`config.mk`:
```
export PLATFORM = sky130hd
export DESIGN_NAME = change_dispenser
export DESIGN_NICKNAME = d
export VERILOG_FILES = /design/src/rtl/change_dispenser.sv
export SDC_FILE = /design/constraint.sdc
export NUM_CORES = 1
export LEC_CHECK = 0
export ABC_AREA = 1
export BUFFER_PORTS_ARGS = -buffer_cell sky130_fd_sc_hd__clkbuf_2
export CAP_MARGIN = 20
export CORE_ASPECT_RATIO = 1.2
export CORE_MARGIN = 2
export CORE_UTILIZATION = 53
export CTS_CLUSTER_DIAMETER = 200
export DETAILED_ROUTE_END_ITERATION = 8
export PLACE_DENSITY = 0.76
export SLEW_MARGIN = 20
export SYNTH_ARGS = -nofsm -noshare
export SYNTH_HDL_FRONTEND = slang
export SYNTH_SLANG_ARGS = --single-unit
```
`constraint.sdc`:
```
create_clock -name clk -period 1.4 [get_ports clk]
set_input_delay 0.14 -clock clk [delete_from_list [all_inputs] [get_ports clk]]
set_output_delay 0.14 -clock clk [all_outputs]
set_load 0.03 [all_outputs]
```
`src/rtl/change_dispenser.sv`:
```
// Vend/change actuator sequencer: vend pulse, then greedy 2-unit/1-unit coin pulses separated by gaps.
// Optional VEND_COUNT_EN adds saturating vend_count / coins_out statistics outputs.
module change_dispenser #(
  parameter int unsigned PRICE        = 5,
  parameter int unsigned MAX_CODE     = 8,
  parameter int unsigned PULSE_CYCLES = 4,
  parameter int unsigned GAP_CYCLES   = 4
) (
  input  logic        clk,
  input  logic        rst_n,
  input  logic [3:0]  state_in,
  input  logic        state_valid,
  output logic        busy,
  output logic        vend_pulse,
  output logic        coin2_pulse,
  output logic        coin1_pulse,
  output logic        done,
  output logic        overrun,
  output logic        err
`ifdef VEND_COUNT_EN
  ,
  output logic [15:0] vend_count,
  output logic [15:0] coins_out
`endif
);

  localparam int unsigned MAXC = (PULSE_CYCLES > GAP_CYCLES) ? PULSE_CYCLES : GAP_CYCLES;
  localparam int unsigned CW   = (MAXC > 1) ? $clog2(MAXC) : 1;
  localparam int unsigned CHW  = ((MAX_CODE - PRICE) > 1) ? $clog2(MAX_CODE - PRICE + 1) : 1;
  localparam logic [CW-1:0]  PULSE_LD = CW'(PULSE_CYCLES - 1);
  localparam logic [CW-1:0]  GAP_LD   = CW'(GAP_CYCLES - 1);
  localparam logic [3:0]     PRICE_C  = 4'(PRICE);
  localparam logic [3:0]     MAX_C    = 4'(MAX_CODE);

  typedef enum logic [2:0] {
    S_IDLE, S_VEND, S_GAP, S_COIN2, S_COIN1, S_DONE
  } state_e;

  state_e           state_q, state_d;
  logic [CW-1:0]    cnt_q, cnt_d;
  logic [CHW-1:0]   change_q, change_d;
  logic             busy_q, busy_d, vend_q, vend_d, coin2_q, coin2_d;
  logic             coin1_q, coin1_d, done_q, done_d, overrun_q, err_q;
  logic             code_err, code_vend;

  assign code_err  = state_valid && (state_in > MAX_C);
  assign code_vend = state_valid && (state_in >= PRICE_C) && !(state_in > MAX_C);

  always_ff @(posedge clk or negedge rst_n) begin
    if (!rst_n) begin
      state_q   <= S_IDLE;
      cnt_q     <= '0;
      change_q  <= '0;
      busy_q    <= 1'b0;
      vend_q    <= 1'b0;
      coin2_q   <= 1'b0;
      coin1_q   <= 1'b0;
      done_q    <= 1'b0;
      overrun_q <= 1'b0;
      err_q     <= 1'b0;
    end else begin
      state_q  <= state_d;
      cnt_q    <= cnt_d;
      change_q <= change_d;
      busy_q   <= busy_d;
      vend_q   <= vend_d;
      coin2_q  <= coin2_d;
      coin1_q  <= coin1_d;
      done_q   <= done_d;
      if (code_vend && (state_q != S_IDLE)) overrun_q <= 1'b1;
      if (code_err) err_q <= 1'b1;
    end
  end

  // Counter reloads with N-1 on every state entry; the state exits when it reaches zero.
  always_comb begin
    state_d  = state_q;
    change_d = change_q;
    cnt_d    = (cnt_q != '0) ? cnt_q - CW'(1) : cnt_q;
    unique case (state_q)
      S_IDLE: if (code_vend) begin
        state_d  = S_VEND;
        cnt_d    = PULSE_LD;
        change_d = CHW'(state_in - PRICE_C);
      end
      S_VEND: if (cnt_q == '0) begin
        state_d = S_GAP;
        cnt_d   = GAP_LD;
      end
      S_GAP: if (cnt_q == '0) begin
        cnt_d = PULSE_LD;
        if (change_q >= CHW'(2))      state_d = S_COIN2;
        else if (change_q == CHW'(1)) state_d = S_COIN1;
        else                          state_d = S_DONE;
      end
      S_COIN2: if (cnt_q == '0) begin
        state_d  = S_GAP;
        cnt_d    = GAP_LD;
        change_d = change_q - CHW'(2);
      end
      S_COIN1: if (cnt_q == '0) begin
        state_d  = S_GAP;
        cnt_d    = GAP_LD;
        change_d = change_q - CHW'(1);
      end
      S_DONE: begin
        state_d = S_IDLE;
        cnt_d   = '0;
      end
      default: state_d = S_IDLE;
    endcase
  end

  // Outputs decoded from the next state so the registered pulses line up with the state register.
  always_comb begin
    busy_d  = (state_d != S_IDLE);
    vend_d  = (state_d == S_VEND);
    coin2_d = (state_d == S_COIN2);
    coin1_d = (state_d == S_COIN1);
    done_d  = (state_d == S_DONE);
  end

  assign busy        = busy_q;
  assign vend_pulse  = vend_q;
  assign coin2_pulse = coin2_q;
  assign coin1_pulse = coin1_q;
  assign done        = done_q;
  assign overrun     = overrun_q;
  assign err         = err_q;

`ifdef VEND_COUNT_EN
  logic [15:0] vend_count_q, coins_out_q;
  logic        vend_entry, coin_entry;

  assign vend_entry = (state_d == S_VEND) && (state_q != S_VEND);
  assign coin_entry = ((state_d == S_COIN2) || (state_d == S_COIN1)) && (state_q == S_GAP);

  always_ff @(posedge clk or negedge rst_n) begin
    if (!rst_n) begin
      vend_count_q <= '0;
      coins_out_q  <= '0;
    end else begin
      if (vend_entry && (vend_count_q != '1)) vend_count_q <= vend_count_q + 16'd1;
      if (coin_entry && (coins_out_q != '1))  coins_out_q  <= coins_out_q + 16'd1;
    end
  end

  assign vend_count = vend_count_q;
  assign coins_out  = coins_out_q;
`endif

endmodule

```
==> out/summary.md <==
## Run status
* **run status** finished, final reports clean

## GRT
* **Overflow after GRT** 0
* **Total GRT Usage** 21.0%
* **first-pass GRT wire length** 2.57 mm
* **number of global-route vias before repair** 602
* **maximum number of pins on one net before global-route repair** 15
* **antenna violations before repair** 0

## Flow run
* **Max-cap violations** 0

## Synthesis
* **top cells by area in the synthesized netlist** sky130_fd_sc_hd__dfrtp_1 (42%), sky130_fd_sc_hd__ha_1 (11%), sky130_fd_sc_hd__nand2_1 (9.5%)
* **Seq/Total Area, Yosys** 42.2%
* **post-synthesis register bit count** 14
* **post-synthesis cell type count** 19
* **Post-synth ARST share** 100%
* **Synth Net Count** 110
* **top_reg_cell synth** sky130_fd_sc_hd__dfrtp_1
* **Synthesis Warnings** 0
* **most area-hungry cell type in the Yosys netlist** sky130_fd_sc_hd__dfrtp_1
* **Mapped Area** 830 sq um
* **number of instances in the synthesized netlist** 96
* **Synth Area per Inst** 8.64 sq um
* **number of flops mapped to enable cells by yosys** 0
* **area share of the largest cell type after synthesis** 42.2%

## Clocking
* **clock latency on the worst-skew pair** 0.29 ns
* **CTS H-Tree Depth** 1
* **clock tree from TritonCTS** built
* **Reg clk slew, reported paths** 0.09 ns
* **buffer levels on the longest clock path** 2
* **Clock Root Buffer** sky130_fd_sc_hd__clkbuf_4
* **cts bufs inserted** 3
* **total clock sinks** 14

## Floorplanning
* **starting density of the core** 57.4%
* **number of top-level pins** 14
* **horizontal extent of the die** 40.1 microns
* **number of standard-cell rows in the floorplan** 15
* **core footprint** 1450 sq um
* **chip height** 47.3 microns
* **total die area** 1900 sq um

## STA
* **Slew Limit Fails** 0
* **Worst Tran Pin Value** 0.355 ns
* **final clock period utilization by the worst path** 92.6%
* **post-layout worst setup margin** 0.104 ns
* **Setup-failing EPs final** 0
* **number of hold violations in the final report** 0
* **maximum clock rate** 772 MHz
* **Rel. slew slack** 76.3%
* **sum of negative setup slack** 0 ns
* **RSZ-0062 raised after global routing** false
* **post-route clock skew** 0.00924 ns
* **shortest period the worst path allows** 1.30 ns

## Critical path
* **type of destination of the critical path** flip-flop
* **worst-path cell with the longest stage delay** sky130_fd_sc_hd__dfrtp_1
* **CP max FO** 6
* **cell family contributing the most delay on the critical path** flip-flops
* **required time of the critical path** 1.61 ns
* **cell-by-cell listing of the critical path** inv_1, ha_4, inv_1, nor2_1, a21oi_2, nand2_2, nand2_2, nor2_1
* **Setup CP Type** reg2reg
* **arrival time of data at the critical path endpoint** 1.51 ns
* **startpoint type of the worst setup path** flip-flop
* **critical path buffer and inverter count** 2
* **worst stage delay on the critical path** 0.39 ns

## Finish
* **fraction of layout instances using a drive strength above 1** 35.9%
* **final std cell area, no fill** 1000 sq um
* **count of inserted antenna diode cells** 0
* **Cell Count, Final, Fillers Out** 134
* **count of nets after finishing** 132
* **Area growth, synth to finish** 20.8%

## Power and ir drop
* **Power Density** 2130 nW/um^2
* **Seq pwr share** 30.9%
* **relative contribution of combinational cells to total power** 55.2%
* **switching power total** 973 uW
* **clock share of power** 13.9%
* **cell-internal power** 1160 uW
* **reported leakage power** 0.000552 uW
* **power after layout** 2130 uW
* **maximum vdd ir drop** 1190 uV
* **net switching share of the total power** 45.6%

## Detailed routing
* **Antenna Violating Nets Remaining** 0
* **overall via count from detail_route** 650
* **Remaining DRCs** 0
* **detailed-router iteration count before antenna repair** 4
* **count of routing violations after the opening detailed-route iteration** 5
* **total wire length** 1.52 mm
* **detail-routed net length per standard cell** 11.3 microns
* **DR vias/cell** 4.85

## Placement
* **input/output buffers** 13
* **RePlAce Congestion** 0.822
* **number of cells in the design after placement** 128
* **HPWL reported at the end of detailed placement** 1.20 mm
* **Post-Place Worst Slack** 0.0406 ns
* **DP Area** 933 sq um

## Worst hold path
* **worst min-delay path class** in2reg

-- sequential cells by signal (all words and copies together), names as in the netlist --
name	count
done	1
coin1_pulse	1
busy	1
err	1
cnt_q	2
overrun	1
change_q	2
coin2_pulse	1
vend_pulse	1
state_q	3
-- routing by layer --
| layer | share of wire, % | up-vias | global-route usage [%] |
|---|---|---|---|
| met5 | 0 | - | 0 |
| met4 | 0.79 | 0 | 10.3 |
| met3 | 3.4 | 2 | 4.27 |
| met2 | 52 | 13 | 33.5 |
| met1 | 44 | 290 | 26.4 |
| li1 | - | 345 | - |
-- layout make-up --
class	instances	area [sq um]
Fill cell	119	443
Multi-Input combinational cell	63	422
Sequential cell	14	350
Timing Repair Buffer	18	105
Inverter	18	67.6
Clock buffer	4	36.3
Tap cell	17	21.3
-- final timing paths --
kind                              from          to  slack (ns)  cells after the start
setup / recovery              cnt_q[0]  vend_pulse        0.10                      8
hold / removal             state_valid         err        0.12                      2
setup reg to reg              cnt_q[0]  vend_pulse        0.10                      8
hold reg to reg                    err         err        0.47                      1
max in group asynchronous        rst_n  vend_pulse        0.85                      2
min in group asynchronous        rst_n    cnt_q[0]        0.28                      2
-- cell usage in the layout, fill, tap and decap left out, types with 2 or more instances in the layout --
cell type,Yosys,layout
sky130_fd_sc_hd__nand2_1,21,21
sky130_fd_sc_hd__nand2_2,6,6
sky130_fd_sc_hd__o211ai_1,2,2
sky130_fd_sc_hd__dfrtp_1,14,14
sky130_fd_sc_hd__a31o_2,2,2
sky130_fd_sc_hd__nor2_2,2,3
sky130_fd_sc_hd__a21oi_2,2,2
sky130_fd_sc_hd__clkbuf_2,0,13
sky130_fd_sc_hd__ha_1,7,6
sky130_fd_sc_hd__o22ai_1,2,2
sky130_fd_sc_hd__inv_2,4,4
sky130_fd_sc_hd__buf_4,0,4
sky130_fd_sc_hd__clkbuf_4,0,3
sky130_fd_sc_hd__nor2_1,8,7
sky130_fd_sc_hd__inv_1,14,14
sky130_fd_sc_hd__nand3_1,6,6
-- power by group through the flow --
stage	Combinational [uW]	Sequential [uW]	Clock, uW
finish	1180	660	297
global route	1350	687	314
CTS	1130	659	301
detailed placement	1120	667	0
global placement	1090	666	0
floorplan	744	752	0
-- synthesized netlist by cell type (4+ instances only) --
library cell and n:
sky130_fd_sc_hd__nor2_1 8, sky130_fd_sc_hd__inv_2 4, sky130_fd_sc_hd__inv_1 14, sky130_fd_sc_hd__dfrtp_1 14
sky130_fd_sc_hd__nand2_1 21, sky130_fd_sc_hd__ha_1 7, sky130_fd_sc_hd__nand3_1 6, sky130_fd_sc_hd__nand2_2 6
-- metrics by stage --
| step | hold WS [ns] | util, % |
|---|---|---|
| finish | 0.120 | 69.4 |
| global placement | 0.0649 | 64.6 |
| global route | 0.118 | 69.4 |
| CTS | 0.117 | 67.8 |
| floorplan | -0.156 | - |
| detailed placement | 0.0642 | 64.6 |
-- what timing repair did --
action                                  4_1_cts  5_1_grt
hold buffers                                  1        0
resized for setup                             0        3
endpoints found under the setup margin        0        5
endpoints found under the hold margin        14        0
setup buffers                                 0        1
-- kinds of logic after synthesis --
kind of cell / after synthesis / synth area share, %
adder cells (fa/ha/maj): 7 / 10.6
flip-flops: 14 / 42.2
AND/OR/NAND/NOR: 46 / 27.8
buffers and inverters: 19 / 8.75
AO/OA/AOI/OAI: 10 / 10.7
Power figures use the tool's default switching activity.
